==> config.mk <==
export PLATFORM = sky130hd
export DESIGN_NAME = data_field_editor_flat
export DESIGN_NICKNAME = d
export VERILOG_FILES = /design/src/rtl/data_field_editor_pkg.sv /design/src/rtl/data_field_editor_if.sv /design/src/rtl/data_field_editor_field_step.sv /design/src/rtl/data_field_editor.sv /design/src/flat_wrapper.sv
export SDC_FILE = /design/constraint.sdc
export NUM_CORES = 1
export LEC_CHECK = 0
export ABC_AREA = 1
export BUFFER_PORTS_ARGS = -buffer_cell sky130_fd_sc_hd__buf_4
export CAP_MARGIN = 20
export CORE_UTILIZATION = 30
export DETAILED_ROUTE_END_ITERATION = 8
export GPL_ROUTABILITY_DRIVEN = 0
export PLACE_DENSITY = 0.56
export SLEW_MARGIN = 0
export SYNTH_ARGS = -nofsm -noshare
export SYNTH_HDL_FRONTEND = slang
export SYNTH_HIERARCHICAL = 1
export SYNTH_SLANG_ARGS = --single-unit
==> constraint.sdc <==
create_clock -name clk -period 9.43 [get_ports clk]
set_clock_uncertainty 0.1 [all_clocks]
set_input_delay 1.886 -clock clk [delete_from_list [all_inputs] [get_ports clk]]
set_output_delay 1.886 -clock clk [all_outputs]
set_load 0.01 [all_outputs]
==> src/rtl/data_field_editor_pkg.sv <==
// Shared definitions for the field editor: repeat-FSM state encoding.
// The encoding is kept fixed because the display blink logic decodes it too.
package data_field_editor_pkg;

  typedef logic [1:0] state_t;

  localparam state_t ST_IDLE   = 2'd0;
  localparam state_t ST_FIRST  = 2'd1;
  localparam state_t ST_REPEAT = 2'd2;
  localparam state_t ST_BLOCK  = 2'd3;

endpackage

==> src/rtl/data_field_editor_if.sv <==
// Control/data bundle between the button/RTC side and the field editor.
interface data_field_editor_if #(
  parameter int WIDTH      = 7,
  parameter int NUM_FIELDS = 3,
  parameter int SEL_W      = 2
) ();
  logic                        en;
  logic                        W_R;
  logic                        S;
  logic                        B;
  logic                        tick;
  logic [SEL_W-1:0]            field_sel;
  logic [NUM_FIELDS*WIDTH-1:0] limit_bus;
  logic                        ld;
  logic [NUM_FIELDS*WIDTH-1:0] ld_data;
  logic [NUM_FIELDS*WIDTH-1:0] fields;
  logic                        changed;

  modport master (
    output en, W_R, S, B, tick, field_sel, limit_bus, ld, ld_data,
    input  fields, changed
  );

  modport slave (
    input  en, W_R, S, B, tick, field_sel, limit_bus, ld, ld_data,
    output fields, changed
  );
endinterface

==> src/rtl/data_field_editor_field_step.sv <==
// Combinational one-step wrap of a single field value against its limit.
module field_step #(
  parameter int WIDTH = 7
) (
  input  logic [WIDTH-1:0] val,
  input  logic [WIDTH-1:0] limit,
  input  logic             up,
  input  logic             down,
  output logic [WIDTH-1:0] nxt
);
  always_comb begin
    nxt = val;
    if (up) begin
      nxt = (val >= limit) ? '0 : val + WIDTH'(1);
    end else if (down) begin
      // An out-of-range value snaps to the limit rather than decrementing.
      nxt = (val == '0 || val > limit) ? limit : val - WIDTH'(1);
    end
  end
endmodule

==> src/rtl/data_field_editor.sv <==
// Multi-field wrap-around editor driven by up/down buttons with hold-to-repeat.
// Holds the edge registers, repeat FSM/counter, field registers and change strobe.
module data_field_editor
  import data_field_editor_pkg::*;
#(
  parameter int WIDTH        = 7,
  parameter int NUM_FIELDS   = 3,
  parameter int SEL_W        = 2,
  parameter int REPEAT_DELAY = 500,
  parameter int REPEAT_RATE  = 100
) (
  input logic                    clk,
  input logic                    rst,
  data_field_editor_if.slave     bus
);
  localparam int CNT_MAX = (REPEAT_DELAY > REPEAT_RATE) ? REPEAT_DELAY : REPEAT_RATE;
  localparam int CNT_W   = $clog2(CNT_MAX + 1);
  localparam logic [SEL_W:0] NF = (SEL_W+1)'(NUM_FIELDS);

  typedef logic [NUM_FIELDS-1:0][WIDTH-1:0] field_arr_t;

  field_arr_t        fields_q, fields_d, lim_a, ld_a;
  state_t            state_q, state_d;
  logic [CNT_W-1:0]  cnt_q, cnt_d;
  logic              held_up_q, held_up_d;
  logic [SEL_W-1:0]  held_sel_q, held_sel_d;
  logic              S_q, B_q, changed_q, changed_d;
  logic              rise_s, rise_b, sel_ok, edit_ok, do_step, dir_up;
  logic              held_btn, other_btn;
  logic [SEL_W-1:0]  sel_idx;
  logic [WIDTH-1:0]  step_val;

  assign lim_a     = bus.limit_bus;
  assign ld_a      = bus.ld_data;
  assign rise_s    = bus.S & ~S_q;
  assign rise_b    = bus.B & ~B_q;
  assign sel_ok    = {1'b0, bus.field_sel} < NF;
  assign edit_ok   = bus.en & ~bus.W_R & ~bus.ld & sel_ok;
  assign sel_idx   = sel_ok ? bus.field_sel : '0;
  assign held_btn  = held_up_q ? bus.S : bus.B;
  assign other_btn = held_up_q ? bus.B : bus.S;
  // Direction is decided outside the FSM block so the step datapath has no loop through it.
  assign dir_up    = (state_q == ST_IDLE) ? rise_s : held_up_q;

  field_step #(.WIDTH(WIDTH)) u_step (
    .val   (fields_q[sel_idx]),
    .limit (lim_a[sel_idx]),
    .up    (dir_up),
    .down  (~dir_up),
    .nxt   (step_val)
  );

  always_comb begin
    state_d    = state_q;
    cnt_d      = cnt_q;
    held_up_d  = held_up_q;
    held_sel_d = held_sel_q;
    fields_d   = fields_q;
    do_step    = 1'b0;
    if (bus.W_R) begin
      fields_d = '0;
      state_d  = ST_IDLE;
    end else if (bus.ld) begin
      for (int i = 0; i < NUM_FIELDS; i++) begin
        fields_d[i] = (ld_a[i] > lim_a[i]) ? lim_a[i] : ld_a[i];
      end
      state_d = ST_IDLE;
    end else if (!edit_ok) begin
      state_d = ST_IDLE;
    end else begin
      case (state_q)
        ST_IDLE: begin
          if (bus.S && bus.B) begin
            state_d = ST_BLOCK;
          end else if (rise_s || rise_b) begin
            do_step    = 1'b1;
            held_up_d  = rise_s;
            held_sel_d = bus.field_sel;
            cnt_d      = CNT_W'(REPEAT_DELAY - 1);
            state_d    = ST_FIRST;
          end
        end
        ST_FIRST, ST_REPEAT: begin
          if (!held_btn) begin
            state_d = ST_IDLE;
          end else if (other_btn || bus.field_sel != held_sel_q) begin
            state_d = ST_BLOCK;
          end else if (bus.tick) begin
            if (cnt_q == '0) begin
              do_step = 1'b1;
              cnt_d   = CNT_W'(REPEAT_RATE - 1);
              state_d = ST_REPEAT;
            end else begin
              cnt_d = cnt_q - CNT_W'(1);
            end
          end
        end
        default: begin
          if (!bus.S && !bus.B) state_d = ST_IDLE;
        end
      endcase
      if (do_step) fields_d[sel_idx] = step_val;
    end
    changed_d = do_step;
  end

  always_ff @(posedge clk) begin
    if (rst) begin
      fields_q   <= '0;
      state_q    <= ST_IDLE;
      cnt_q      <= '0;
      held_up_q  <= 1'b0;
      held_sel_q <= '0;
      S_q        <= 1'b0;
      B_q        <= 1'b0;
      changed_q  <= 1'b0;
    end else begin
      fields_q   <= fields_d;
      state_q    <= state_d;
      cnt_q      <= cnt_d;
      held_up_q  <= held_up_d;
      held_sel_q <= held_sel_d;
      S_q        <= bus.S;
      B_q        <= bus.B;
      changed_q  <= changed_d;
    end
  end

  assign bus.fields  = fields_q;
  assign bus.changed = changed_q;
endmodule

==> src/flat_wrapper.sv <==
// flat-port wrapper written by rule: the top's interface ports become plain ports
module data_field_editor_flat import data_field_editor_pkg::*;
#(
  parameter int WIDTH        = 7,
  parameter int NUM_FIELDS   = 3,
  parameter int SEL_W        = 2,
  parameter int REPEAT_DELAY = 500,
  parameter int REPEAT_RATE  = 100
)
  (clk, rst, bus_en, bus_W_R, bus_S, bus_B, bus_tick, bus_field_sel, bus_limit_bus, bus_ld, bus_ld_data, bus_fields, bus_changed);
  data_field_editor_if #(.WIDTH(WIDTH), .NUM_FIELDS(NUM_FIELDS), .SEL_W(SEL_W)) bus_i ();
  input logic clk;
  input logic rst;
  input wire logic [$bits(bus_i.en)-1:0] bus_en;
  input wire logic [$bits(bus_i.W_R)-1:0] bus_W_R;
  input wire logic [$bits(bus_i.S)-1:0] bus_S;
  input wire logic [$bits(bus_i.B)-1:0] bus_B;
  input wire logic [$bits(bus_i.tick)-1:0] bus_tick;
  input wire logic [$bits(bus_i.field_sel)-1:0] bus_field_sel;
  input wire logic [$bits(bus_i.limit_bus)-1:0] bus_limit_bus;
  input wire logic [$bits(bus_i.ld)-1:0] bus_ld;
  input wire logic [$bits(bus_i.ld_data)-1:0] bus_ld_data;
  output wire logic [$bits(bus_i.fields)-1:0] bus_fields;
  output wire logic [$bits(bus_i.changed)-1:0] bus_changed;
  assign bus_i.en = bus_en;
  assign bus_i.W_R = bus_W_R;
  assign bus_i.S = bus_S;
  assign bus_i.B = bus_B;
  assign bus_i.tick = bus_tick;
  assign bus_i.field_sel = bus_field_sel;
  assign bus_i.limit_bus = bus_limit_bus;
  assign bus_i.ld = bus_ld;
  assign bus_i.ld_data = bus_ld_data;
  assign bus_fields = bus_i.fields;
  assign bus_changed = bus_i.changed;
  data_field_editor #(.WIDTH(WIDTH), .NUM_FIELDS(NUM_FIELDS), .SEL_W(SEL_W), .REPEAT_DELAY(REPEAT_DELAY), .REPEAT_RATE(REPEAT_RATE)) u_core (.clk(clk), .rst(rst), .bus(bus_i));
endmodule
Word-level counts from Yosys, hierarchy flattened
Cells that the tools add are included.
{"block": "totals", "input_bits": 52, "register_bits": 38, "word_cells": 110}
{"block": "op_classes", "addsub": 3, "eq_ne": 11, "magnitude_cmp": 8, "n_bitwise": 11, "n_mux": 45, "reduce_logical": 22}
{"operator": "21-bit 2-to-1 mux", "n": 3}
{"operator": "7-bit 2-to-1 mux", "n": 9}
{"operator": "9-bit 2-to-1 mux", "n": 6}
{"operator": "7-bit binary-select mux with 2-bit select", "n": 2}
{"operator": "7-bit greater-than comparator", "n": 4}
{"operator": "21-bit bitwise mux", "n": 1}
{"operator": "9-bit one-hot mux with 2 select lines", "n": 1}
{"operator": "2-bit 2-to-1 mux", "n": 8}
{"operator": "7-bit demux with 2-bit select", "n": 1}
{"operator": "1-bit 2-to-1 mux", "n": 12}
{"operator": "9-bit zero test", "n": 1}
{"operator": "9-bit AND reduction", "n": 1}
{"operator": "9-bit by 1-bit subtractor with 9-bit output, second input constant", "n": 1}
{"operator": "2-bit != test, second input constant", "n": 4}
{"operator": "4-bit != test, second input constant", "n": 2}
{"operator": "7-bit by 1-bit adder with 7-bit output, second input constant", "n": 1}
{"operator": "7-bit >= comparator", "n": 1}
{"operator": "7-bit zero test", "n": 1}
{"operator": "7-bit by 1-bit subtractor with 7-bit output, second input constant", "n": 1}
{"operator": "1-bit inverter", "n": 6}
{"operator": "6-bit AND reduction", "n": 1}
{"operator": "2-bit nonzero test", "n": 3}
{"operator": "1-bit bitwise AND", "n": 5}
{"operator": "2-bit one-hot mux with 2 select lines", "n": 1}
{"operator": "18 further kinds", "n": 24}

Longest topological paths before layout
{"block": "depth", "depth_word": 12, "depth_mapped": 26, "mapped_depth_nobuf": 26}

Cells and area by module
The synthesis kept the hierarchy.
{"mod": "data_field_editor", "area_each_um2": 3395.8, "seq_area_each_um2": 760.7, "cells_per_inst": 567, "instances": 1}
{"mod": "field_step", "area_each_um2": 760.7, "seq_area_each_um2": 0.0, "cells_per_inst": 139, "instances": 1}

Least setup slack after synthesis
No wires, ideal clock.
{"block": "synth_path", "path_type": "input to register", "start": "in bus_field_sel[1]", "end": "reg u_core.fields_q (netlist bit u_core/bus.fields[11])", "path_buffers": 1, "cell_stages": 24, "t_arrival_ps": 4530, "slack_ps": 4687, "setup_ps": 113, "path_cell_list": "inv_1 ha_1 clkinv_1 nand2_1 clkbuf_1 o21ai_0 ha_1 nand2_1 nor2_4 nand2_1 nand2_1 nand2_4 nand2_4 nand2_1 nand3_1 nand2_1 nand2_1 nand2_1 nand2_1 nor2_1 nor2_1 nand2_1 nand2_1 nor2_1"}
{"block": "synth_via", "elab_chain_len": 12, "word_cells_on_any_way": 36, "cone_classes": "add/sub: 2; order compare: 5; eq/ne: 1; mux: 20; bitwise: 1; reduce/logical: 7"}
{"item": "start, declared", "line_no": "flat_wrapper.sv:19", "text": "input wire logic [$bits(bus_i.field_sel)-1:0] bus_field_sel;"}
{"item": "2-bit < comparator", "line_no": "data_field_editor.sv:37", "text": "assign sel_ok = {1'b0, bus.field_sel} < NF;"}
{"item": "2-bit 2-to-1 mux (*)", "line_no": "data_field_editor.sv:39", "text": "assign sel_idx = sel_ok ? bus.field_sel : '0;"}
{"item": "7-bit binary-select mux with 2-bit select (on tied branches)", "line_no": "data_field_editor.sv:46, data_field_editor.sv:47"}
{"item": "7-bit 2-to-1 mux (on tied branches)", "line_no": "data_field_editor.sv:46, data_field_editor.sv:47"}
{"item": "7-bit greater-than comparator / 7-bit zero test (equally long branches)", "line_no": "data_field_editor_field_step.sv:17", "text": "nxt = (val == '0 || val > limit) ? limit : val - WIDTH'(1);"}
{"item": "1-bit logical OR", "line_no": "data_field_editor_field_step.sv:17"}
{"item": "7-bit 2-to-1 mux", "line_no": "data_field_editor_field_step.sv:17"}
{"item": "7-bit 2-to-1 mux (*)", "line_no": "data_field_editor_field_step.sv:13", "text": "if (up) begin"}
{"item": "via u_core.step_val[4]", "line_no": "data_field_editor.sv:31", "text": "logic [WIDTH-1:0] step_val;"}
{"item": "21-bit bitwise mux (*)", "line_no": "data_field_editor.sv:102", "text": "if (do_step) fields_d[sel_idx] = step_val;"}
{"item": "21-bit 2-to-1 mux (*)", "line_no": "data_field_editor.sv:102"}
{"item": "21-bit 2-to-1 mux (*)", "line_no": "data_field_editor.sv:68", "text": "end else if (!edit_ok) begin"}
{"item": "21-bit 2-to-1 mux (*)", "line_no": "data_field_editor.sv:63", "text": "end else if (bus.ld) begin"}
{"item": "end signal, assigned", "line_no": "data_field_editor.sv:118", "text": "fields_q <= fields_d;"}
{"item": "end, declared", "line_no": "data_field_editor.sv:22", "text": "field_arr_t fields_q, fields_d, lim_a, ld_a;"}
Mark *: on every way through the listed nets, which the timed path passes. The rest lies on a longest branch. The select of a mux whose other input is x is not followed.
A chain may end at the register's enable or synchronous reset.

Worst setup path in the final report
Ends and elaborated chain as after synthesis.

==> flow_summary.ini <==
[cells_and_area]
fin_util = 0.378
antenna_cells = 0
layout-drive-gt1-share = 0.157
final_cell_mix = nand2_1, inv_1, nor2_1
fill_cells = 1476
nets = 865
final_common_cell = nand2_1
areaGrowthSynthToFinish_pct = 21.9
fin_area_sq_mm = 0.00507
instances_no_fill = 951

[grt]
antenna_found_initial = 0
grt_pass1_vias = 4224
grt_pass1_wl_um = 20800
grt_max_degree = 29
grt_usage = 0.182
gr-total-overflow = 0

[pwr]
leakage_nw = 2.64
pwr-share-clk = 0.356
cell_internal_pwr_mw = 0.413
total_power_mw = 0.637
switchingPower_mw = 0.224
netSwitchingFraction = 0.351
pwr-share-seq = 0.270
combPwrFrac = 0.373
p_per_area_mw_per_mm2 = 126
vdd_ir_drop_max_v = 0.0000645

[routing]
finalWirelength_um = 12700
drt-pass1-iter-count = 6
avgRoutedWirePerCell_um = 13.3
remaining_drc_errors = 0
initialDrtViolationCount = 379
vias_per_cell = 4.79
vias = 4553
ant_nets = 0

[critical_path]
crit_path_end = u_core/bus.fields[11]
rr_worst_depth = 20
startpoint_type = input port
cp-end-kind = flop
cp_max_fo = 28
cp-startpoint = bus_field_sel[1]
regToRegSetupSlack_ns = 6.31
r2r_end = u_core/bus.fields[11]
path_class = input port to flop
r2r-start = u_core/bus.fields[15]
critical_path_arrival_ns = 5.83
cp.required_ns = 9.51

[sta]
hold_ws_ns = 0.386
period_needed_ns = 5.75
relSlewSlack = 0.290
rsz0062_at_grt = false
final_hold_viol_count = 0
tightest_slew_ns = 1.05
setup_tns_ns = 0
fmax_ghz = 0.174
fin_crit_sh = 0.610
setup_viol = 0
layout_setup_ws_ns = 3.68
final_max_slew_viol_count = 0

[clocking]
clock_sinks = 38
hold_buffers = 0
clk_path_buf_depth = 2
cts.reportedPaths.clkPinSlew_ns = 0.06
cts_buffers = 5
clockRootBuffer = clkbuf_16
insertion_delay_ns = 0.28
ctsResizeCount = 0
h-tree-depth = 2
post_cts_buffers = 0
cts_tree = yes

[logic_synthesis]
yosys_register_bits = 38
syn_area_sq_mm = 0.00416
synth_cell_type_count = 39
syn_nets = 797
ys_warn_count = 6
ys_seq_area_frac = 0.183
avgSynthCellArea_sq_um = 5.89
postSynthCellCount = 706

[floorplanning]
ioPinCount = 74
die_h_um = 120
core_area_sq_mm = 0.0134
initial_core_util = 0.310
rows = 42
dieArea_sq_mm = 0.0143
die_w_um = 120

[place]
placed_cells = 943
dp_hpwl_um = 10200
placed_area_sq_mm = 0.00487
dpl_worst_slack_ns = 3.43
io_buffers = 73

[flow_run]
maxCapViolCount = 0

[run_status]
status = finished clean

[min_path]
hp-class = flop to flop
[synthesized netlist by cell type, drive strengths merged]
library cell | number | share of area
nand2 | 206 | 0.20
inv | 110 | 0.099
nor2 | 87 | 0.090
nand3 | 81 | 0.11
o21ai | 55 | 0.070
a21oi | 41 | 0.050
ha | 39 | 0.12
dfxtp | 38 | 0.18
clkbuf | 9 | 0.0081
nand4 | 8 | 0.014
buf | 7 | 0.012
xor2 | 6 | 0.013
nor3 | 4 | 0.0075
o21a | 4 | 0.0072
a211oi | 2 | 0.0048
nand3b | 2 | 0.0036
or2 | 2 | 0.0036
xnor2 | 2 | 0.0042
a21boi | 1 | 0.0018
clkinv | 1 | 0.00090
o31ai | 1 | 0.0018
[power by group through the flow]
| stage | registers (mW) | clock network (mW) | logic [mW] |
|---|---|---|---|
| 2_1_floorplan | 0.176 | 0 | 0.163 |
| 3_3_place_gp | 0.176 | 0 | 0.236 |
| 3_5_place_dp | 0.176 | 0 | 0.235 |
| 4_1_cts | 0.172 | 0.231 | 0.237 |
| 5_1_grt | 0.173 | 0.239 | 0.271 |
| 6_report | 0.172 | 0.227 | 0.238 |
[critical path: stages]
cell and delay (ns):
buf_4 0.13, inv_1 0.07, ha_1 0.34, clkinv_1 0.62
nand2_1 0.57, o21ai_0 0.44, ha_1 0.48, nand3_1 0.08
nand2_1 0.07, nand2_1 0.05, nand2_1 0.12, nand2_4 0.10
nand2_4 0.11, nand2_1 0.06, nand3_1 0.06, nand2_1 0.06
nand2_1 0.06, nand2_1 0.12, nand2_1 0.10, nor2_1 0.04
nor2_1 0.11, nand2_1 0.06, nand2_1 0.05, nor2_1 0.04
[metal layers]
layer  wire, um  global-route usage  part of all wire  up-vias
met5          0                   0                 0        -
met4        211              0.0438             0.017        0
met3        585              0.0219             0.046       19
met2       5510               0.289              0.44      122
met1       6340               0.260              0.50     2028
li1           -                   -                 -     2384
[cell type report]
| cell class | count | area (sq um) | share of cell area |
|---|---|---|---|
| tap | 176 | 220 | 0.0434 |
| clock inverter | 2 | 60.1 | 0.0118 |
| multi-input combinational | 541 | 2890 | 0.571 |
| timing repair buffer | 77 | 578 | 0.114 |
| sequential | 38 | 761 | 0.150 |
| inverter | 111 | 417 | 0.0822 |
| clock buffer | 6 | 139 | 0.0274 |
[worst min path at each step]
stage	slack (ns)	end	from	cells after the start
6_report	0.39	u_core/cnt_q[5]	u_core/cnt_q[5]	2
5_1_grt	0.42	u_core/cnt_q[5]	u_core/cnt_q[5]	2
4_1_cts	0.38	u_core/cnt_q[5]	u_core/cnt_q[5]	2
3_5_place_dp	0.37	u_core/cnt_q[5]	u_core/cnt_q[5]	2
3_3_place_gp	0.38	u_core/cnt_q[5]	u_core/cnt_q[5]	2
2_1_floorplan	0.36	u_core/cnt_q[5]	u_core/cnt_q[5]	2
[cell families (layout without fill, tap and decap cells)]
| group | after synthesis | after routing | share of synthesized area |
|---|---|---|---|
| AOI/OAI and AO/OA | 104 | 104 | 0.136 |
| xor gates and xnor gates | 8 | 8 | 0.0169 |
| adders and majority gates | 39 | 39 | 0.117 |
| buffers and inverters | 127 | 196 | 0.121 |
| DFF | 38 | 38 | 0.183 |
| and+or+nand+nor | 390 | 390 | 0.426 |
[registers in the layout, summed over array words and instances, names as in the netlist]
register,cells
u_core/held_sel_q,2
u_core/S_q,1
u_core/cnt_q,9
u_core/state_q,2
u_core/bus.changed,1
u_core/bus.fields,21
u_core/B_q,1
u_core/held_up_q,1
Note: power is estimated with default switching activity, not from simulation.
